## src/rtl/uart_pkg.sv

```systemverilog
// -----------------------------------------------------------------------------
// uart_pkg
// Shared UART types and SoC-level constants.
//   UART_RX_FIFO_DEPTH : default depth of the receive buffer FIFO.
//   uart_rx_entry_t    : one received character plus its parity-error flag.
// -----------------------------------------------------------------------------
package uart_pkg;

    localparam int UART_RX_FIFO_DEPTH = 16;

    typedef struct packed {
        logic       parity_error;
        logic [7:0] data;
    } uart_rx_entry_t;

endpackage : uart_pkg

```

## src/rtl/sync_fifo.sv

```systemverilog
// -----------------------------------------------------------------------------
// sync_fifo
// Generic single-clock show-ahead FIFO. The head entry is always visible on
// head_o. The caller gates head_o when the FIFO is empty.
//   clk_i, rst_i    : clock, asynchronous active-high reset
//   clear_i         : synchronous clear; wins over a same-cycle push/pop
//   push_i, push_data_i : write request and entry
//   pop_i           : pop request (ignored while empty)
//   head_o          : oldest entry (undefined contents while empty)
//   empty_o, full_o, count_o : occupancy status
//   push_accept_o, pop_accept_o : the push/pop actually took effect this cycle
// A push into a full FIFO is accepted when a pop is accepted in the same cycle.
// -----------------------------------------------------------------------------
module sync_fifo #(
    parameter int  DEPTH   = 16,
    parameter type entry_t = logic [7:0],
    localparam int AW      = $clog2(DEPTH),
    localparam int CW      = AW + 1
) (
    input  logic          clk_i,
    input  logic          rst_i,
    input  logic          clear_i,
    input  logic          push_i,
    input  entry_t        push_data_i,
    input  logic          pop_i,
    output entry_t        head_o,
    output logic          empty_o,
    output logic          full_o,
    output logic [CW-1:0] count_o,
    output logic          push_accept_o,
    output logic          pop_accept_o
);

    entry_t          mem_q [DEPTH];
    logic [AW-1:0]   wr_ptr_q, wr_ptr_d;
    logic [AW-1:0]   rd_ptr_q, rd_ptr_d;
    logic [CW-1:0]   count_q,  count_d;
    logic            pop_ok;
    logic            push_ok;

    assign empty_o = (count_q == '0);
    assign full_o  = (count_q == CW'(DEPTH));
    assign count_o = count_q;
    assign head_o  = mem_q[rd_ptr_q];

    // A pop frees a slot in the same cycle, so a full FIFO can still take a
    // write when it is read at the same time. There is no bypass when empty.
    assign pop_ok        = pop_i && !empty_o;
    assign push_ok       = push_i && (!full_o || pop_ok);
    assign pop_accept_o  = pop_ok && !clear_i;
    assign push_accept_o = push_ok && !clear_i;

    // NOTE: every always_comb output gets a default first so no path leaves it
    // unassigned, which would otherwise infer a latch.
    always_comb begin
        wr_ptr_d = wr_ptr_q;
        rd_ptr_d = rd_ptr_q;
        count_d  = count_q;
        if (clear_i) begin
            wr_ptr_d = '0;
            rd_ptr_d = '0;
            count_d  = '0;
        end else begin
            if (push_ok) wr_ptr_d = wr_ptr_q + AW'(1);
            if (pop_ok)  rd_ptr_d = rd_ptr_q + AW'(1);
            case ({push_ok, pop_ok})
                2'b10:   count_d = count_q + CW'(1);
                2'b01:   count_d = count_q - CW'(1);
                default: count_d = count_q;
            endcase
        end
    end

    // NOTE: state registers use non-blocking assignments so every flop samples
    // the pre-edge values, independent of block evaluation order.
    always_ff @(posedge clk_i or posedge rst_i) begin
        if (rst_i) begin
            wr_ptr_q <= '0;
            rd_ptr_q <= '0;
            count_q  <= '0;
        end else begin
            wr_ptr_q <= wr_ptr_d;
            rd_ptr_q <= rd_ptr_d;
            count_q  <= count_d;
        end
    end

    // NOTE: the storage array is deliberately left out of reset. The pointers
    // and count define which entries are valid, and an unreset array maps onto
    // plain RAM or register files.
    always_ff @(posedge clk_i) begin
        if (push_accept_o) mem_q[wr_ptr_q] <= push_data_i;
    end

endmodule : sync_fifo

```

## src/rtl/uart_rx_buffer.sv

```systemverilog
// -----------------------------------------------------------------------------
// uart_rx_buffer
// Receive-side buffer behind the UART receiver. Each completed character and
// its parity flag go into a show-ahead FIFO. The block reports level,
// threshold, sticky overrun and character-timeout status.
//   clk_i, rst_i        : clock, asynchronous active-high reset
//   flush_i             : synchronous clear of FIFO and timeout state
//   sample_i            : 16x oversampling tick (timeout time base)
//   rx_data_i, rx_done_i, rx_parity_error_i : character strobe from receiver
//   rx_idle_i           : receiver is idle (line quiet)
//   read_i              : pop head entry
//   read_data_o, read_parity_error_o : head entry, 0 when empty
//   empty_o, full_o, count_o : occupancy
//   threshold_i / threshold_irq_o    : level interrupt, threshold 0 disables
//   timeout_ticks_i / timeout_irq_o  : idle-timeout interrupt, 0 disables
//   overrun_o / clear_overrun_i      : sticky dropped-character flag
// -----------------------------------------------------------------------------
module uart_rx_buffer
    import uart_pkg::*;
#(
    parameter int  DEPTH         = UART_RX_FIFO_DEPTH,
    parameter int  TIMEOUT_WIDTH = 16,
    localparam int CW            = $clog2(DEPTH) + 1
) (
    input  logic                     clk_i,
    input  logic                     rst_i,
    input  logic                     flush_i,
    input  logic                     sample_i,
    input  logic [7:0]               rx_data_i,
    input  logic                     rx_done_i,
    input  logic                     rx_parity_error_i,
    input  logic                     rx_idle_i,
    input  logic                     read_i,
    output logic [7:0]               read_data_o,
    output logic                     read_parity_error_o,
    output logic                     empty_o,
    output logic                     full_o,
    output logic [CW-1:0]            count_o,
    input  logic [CW-1:0]            threshold_i,
    output logic                     threshold_irq_o,
    input  logic [TIMEOUT_WIDTH-1:0] timeout_ticks_i,
    output logic                     timeout_irq_o,
    output logic                     overrun_o,
    input  logic                     clear_overrun_i
);

    uart_rx_entry_t           push_entry;
    uart_rx_entry_t           head_entry;
    logic                     push_accept;
    logic                     pop_accept;

    logic                     overrun_q, overrun_d;
    logic [TIMEOUT_WIDTH-1:0] tcnt_q,    tcnt_d;
    logic                     tirq_q,    tirq_d;
    logic                     overrun_set;
    logic                     tcnt_clear;

    assign push_entry = '{parity_error: rx_parity_error_i, data: rx_data_i};

    sync_fifo #(
        .DEPTH   (DEPTH),
        .entry_t (uart_rx_entry_t)
    ) u_fifo (
        .clk_i         (clk_i),
        .rst_i         (rst_i),
        .clear_i       (flush_i),
        .push_i        (rx_done_i),
        .push_data_i   (push_entry),
        .pop_i         (read_i),
        .head_o        (head_entry),
        .empty_o       (empty_o),
        .full_o        (full_o),
        .count_o       (count_o),
        .push_accept_o (push_accept),
        .pop_accept_o  (pop_accept)
    );

    // Head is gated so the bus never sees stale storage contents.
    assign read_data_o         = empty_o ? 8'h00 : head_entry.data;
    assign read_parity_error_o = empty_o ? 1'b0  : head_entry.parity_error;

    assign threshold_irq_o = (threshold_i != '0) && (count_o >= threshold_i);

    // A character is only lost when full and not read in the same cycle.
    // A character dropped by a flush is discarded without flagging overrun.
    assign overrun_set = rx_done_i && full_o && !read_i && !flush_i;

    // Any FIFO activity or an empty FIFO restarts the idle measurement.
    assign tcnt_clear = flush_i || push_accept || pop_accept || empty_o;

    always_comb begin
        overrun_d = overrun_q;
        tcnt_d    = tcnt_q;
        tirq_d    = tirq_q;

        // Set wins over a same-cycle clear.
        if (overrun_set)          overrun_d = 1'b1;
        else if (clear_overrun_i) overrun_d = 1'b0;

        if (tcnt_clear) begin
            tcnt_d = '0;
            tirq_d = 1'b0;
        end else begin
            if (sample_i && rx_idle_i && (tcnt_q < timeout_ticks_i))
                tcnt_d = tcnt_q + TIMEOUT_WIDTH'(1);
            // Sticky until the counter is cleared, even if the limit changes.
            if ((timeout_ticks_i != '0) && (tcnt_d == timeout_ticks_i))
                tirq_d = 1'b1;
        end
    end

    always_ff @(posedge clk_i or posedge rst_i) begin
        if (rst_i) begin
            overrun_q <= 1'b0;
            tcnt_q    <= '0;
            tirq_q    <= 1'b0;
        end else begin
            overrun_q <= overrun_d;
            tcnt_q    <= tcnt_d;
            tirq_q    <= tirq_d;
        end
    end

    assign overrun_o     = overrun_q;
    assign timeout_irq_o = tirq_q;

endmodule : uart_rx_buffer
```

## config.mk

```make
export PLATFORM = sky130hd
export DESIGN_NAME = uart_rx_buffer
export DESIGN_NICKNAME = d
export VERILOG_FILES = /design/src/rtl/uart_pkg.sv /design/src/rtl/sync_fifo.sv /design/src/rtl/uart_rx_buffer.sv
export SDC_FILE = /design/constraint.sdc
export NUM_CORES = 1
export LEC_CHECK = 0
export ABC_CLOCK_PERIOD_IN_PS = 4790
export CAP_MARGIN = 20
export CORE_MARGIN = 2
export CORE_UTILIZATION = 40
export CTS_BUF_LIST = sky130_fd_sc_hd__clkbuf_4 sky130_fd_sc_hd__clkbuf_8
export DETAILED_ROUTE_END_ITERATION = 7
export SLEW_MARGIN = 0
export SYNTH_ARGS = -nofsm -noshare
export SYNTH_HDL_FRONTEND = slang
export SYNTH_SLANG_ARGS = --single-unit
export TNS_END_PERCENT = 5
```

## constraint.sdc

```tcl
create_clock -name clk_i -period 4.79 [get_ports clk_i]
set_input_delay 1.437 -clock clk_i [delete_from_list [all_inputs] [get_ports clk_i]]
set_output_delay 1.437 -clock clk_i [all_outputs]
set_load 0.005 [all_outputs]
```

==> impl_metrics.py <==
metrics = {
    "status": {
        "status": "complete, no violations",
    },
    "worst_setup_path": {
        "timing_worst_setup_path_type": "input pin to output pin",
        "slowest_stage": "clkdlybuf4s50_1",
        "cpPeakStageDelay_ps": 490,
        "critPathLaunch": "threshold_i[0]",
        "critPathArrivalTime_ps": 3050,
        "crit_path_cell_trace": "clkdlybuf4s50_1 > ha_1 > nand2b_1 > a21oi_1 > nor2b_1 > o21ai_1 > nand2b_1 > a21oi_1 > a21oi_1 > dlymetal6s2s_1",
        "crit_path_end_kind": "output pin",
        "cp-start-kind": "input pin",
        "critPathMostFrequentCell": "a21oi_1",
        "r2r_start": "tcnt_q[9]",
        "path_max_fanout": 2,
        "cp.required_ps": 3350,
    },
    "synth": {
        "avgSynthCellArea_um2": 15.0,
        "yosys_register_bits": 175,
        "seq_area_frac_synth_pct": 61.7,
        "synthesis.nets": 620,
        "async_reset_ff_share_pct": 17.7,
        "synth_warnings": 0,
        "synth-edff-count": 144,
        "syn_area_mm2": 0.00826,
        "synth_ff_type": "edfxtp_1",
        "syn_inst": 552,
        "yosys.cell_types.count": 57,
    },
    "timing": {
        "timing.hold.ws_ps": 538,
        "period_minus_slack_ps": 4490,
        "grt_setup_unrepaired": "no",
        "fin_skew_ps": 13.2,
        "fmax_ghz": 0.223,
        "final_max_slew_viol_count": 0,
        "post-route-period-util_pct": 93.7,
        "tightestPinTransition_ps": 936,
        "finalSetupViolations": 0,
        "slew-limit-headroom_pct": 37.4,
        "finalHoldViolCount": 0,
    },
    "cells_and_area": {
        "fillers": 1762,
        "antenna_cells": 0,
        "drive_gt1_share_pct": 19.8,
        "instances_no_fill": 932,
        "nets": 717,
        "syn_to_final_growth_pct": 18.7,
    },
    "routing": {
        "firstDrtPassIters": 4,
        "dr_total_vias": 5025,
        "viasPerCell": 5.39,
        "final_antenna_net_count": 0,
        "routed_wl_um": 18000,
        "routedWlPerCell_um": 19.4,
        "drt_drc_violations_left": 0,
        "detail_route.iter0.violations": 299,
    },
    "place": {
        "dp_hpwl_um": 12800,
        "globalplace.congestion": 0.883,
        "port_buffers": 56,
        "place_inst": 900,
    },
    "die": {
        "start_util_pct": 40.8,
        "core_area_mm2": 0.0202,
        "die_h_um": 148,
        "io_pins": 57,
        "rows": 52,
        "die_area_mm2": 0.0218,
        "die_w_um": 148,
    },
    "worst_hold_path": {
        "min_path_type": "flop to flop",
        "hp-start": "overrun_o",
    },
    "clock_tree": {
        "cts_buffers": 17,
        "cts.sinks": 175,
        "h-tree-depth": 4,
        "clock_path_buffers": 2,
        "worstSkewPairLatency_ps": 460,
        "root_buffer": "clkbuf_8",
        "tritoncts": "built",
        "path_clk_slew_ps": 90,
        "cts_setup_buffers": 0,
    },
    "global_routing": {
        "antenna_found_initial": 0,
        "grt_pass1_vias": 5303,
        "grt_max_degree": 40,
        "overflow": 0,
        "grt_use_total_pct": 17.5,
        "grt_pass1_wl_um": 29100,
    },
    "power": {
        "ir_worst_vdd_mv": 0.185,
        "p_per_area_mw_per_mm2": 386,
        "p_total_mw": 3.78,
        "p_leak_nw": 3.46,
    },
    "job": {
        "max_cap_viol_count": 0,
    },
}
==> Yosys cell counts, drive strengths merged, types with 9 or more instances <==
cell | count | share of area, %
ha | 29 | 4.4
xnor2 | 12 | 1.3
nor2 | 60 | 2.7
nor4 | 10 | 1.0
mux4 | 45 | 12
clkbuf | 13 | 0.59
xor2 | 18 | 1.9
inv | 29 | 1.3
nand2 | 30 | 1.4
dfrtp | 31 | 9.4
a21oi | 21 | 1.3
nand4 | 9 | 0.68
nor2b | 13 | 0.98
edfxtp | 144 | 52
==> final timing paths <==
path / to / slack (ps) / depth (start not counted)
worst max-delay path: threshold_irq_o / 300 / 10
worst min-delay path: overrun_o / 540 / 2
worst max register to register: timeout_irq_o / 1380 / 11
worst min register to register: overrun_o / 540 / 2
max in group asynchronous: tcnt_q[2] / 2730 / 3
min in group asynchronous: tcnt_q[9] / 1370 / 2
==> layer usage <==
| layer | share of wire [%] | GRT usage [%] | vias up |
|---|---|---|---|
| li1 | - | - | 2316 |
| met1 | 45 | 23.5 | 2548 |
| met2 | 49 | 29.1 | 141 |
| met3 | 4.8 | 3.95 | 20 |
| met4 | 1.2 | 4.47 | 0 |
| met5 | 0 | 0 | - |
==> area by class of cell <==
cell class / instances / area [µm²] / share of cell area (%)
clock buffers: 18 / 241 / 2.46
clock inverters: 14 / 156 / 1.59
inverters: 29 / 109 / 1.11
multi-input cells: 328 / 2970 / 30.3
flip-flops and latches: 175 / 5100 / 52.0
well taps: 270 / 338 / 3.45
repair buffers: 98 / 891 / 9.09
==> metrics by stage <==
step	setup TNS (ps)	cell area (µm²)	util (%)	setup WS (ps)
2_1_floorplan	0	8260	-	800
3_3_place_gp	-58.9	9410	46.5	-58.9
3_5_place_dp	-131	9410	46.5	-111
4_1_cts	0	9800	48.4	11.3
5_1_grt	0	9810	48.5	55.3
6_report	0	9810	48.5	302
==> placed cells by master, fill, tap and decap left out, types with 3 or more instances in the layout <==
cell type and count:
a21o_1 4, a21oi_1 21, a31oi_1 4, and4_1 3
buf_4 41, clkbuf_8 17, clkdlybuf4s50_1 55, clkinvlp_4 3
dfrtp_1 30, edfxtp_1 144, ha_1 29, inv_1 29
inv_6 3, inv_8 3, mux4_2 45, nand2_1 30
nand2b_1 6, nand3_1 7, nand3b_1 3, nand4_1 9
nor2_1 60, nor2b_1 13, nor4_1 8, o21a_1 3
o21ai_0 6, o22ai_1 3, or3_1 3, xnor2_1 12
xor2_1 18
==> sequential cells by signal, indices dropped and copies added (netlist names) <==
register and flops:
u_fifo.mem_q 144, u_fifo.rd_ptr_q 4, tcnt_q 16, overrun_o 1, u_fifo.count_o 5, timeout_irq_o 1
u_fifo.wr_ptr_q 4
==> logic make-up after synthesis <==
group / after synthesis / share of synthesized area, %
AND/OR/NAND/NOR: 161 / 10.5
multiplexers: 46 / 12.4
XOR/XNOR: 30 / 3.18
flip-flops: 175 / 61.7
AO/OA/AOI/OAI: 61 / 5.25
buffers and inverters: 49 / 2.35
adder cells (fa/ha/maj): 30 / 4.63
==> worst max-delay path: cells and delay by family <==
kind                       cells  cell delay (ps)
adders and majority gates      1              220
buffers and inverters          2              650
AOI/OAI and AO/OA              4              490
and+or+nand+nor                3              260
==> power by group <==
| part | leakage (nW) | internal (mW) | total, mW | switching (mW) |
|---|---|---|---|---|
| clock | 0.197 | 0.480 | 1.03 | 0.550 |
| sequential | 1.72 | 1.68 | 1.74 | 0.0520 |
| combinational | 1.54 | 0.562 | 1.02 | 0.454 |
==> what timing repair did <==
action / CTS / global route
endpoints found under the setup margin: 1 / 1
endpoints found under the hold margin: 0 / 0
resized for setup: 1 / 1
pin swaps: 0 / 1
hold buffers: 0 / 0
(Power assumes the default switching activity.)
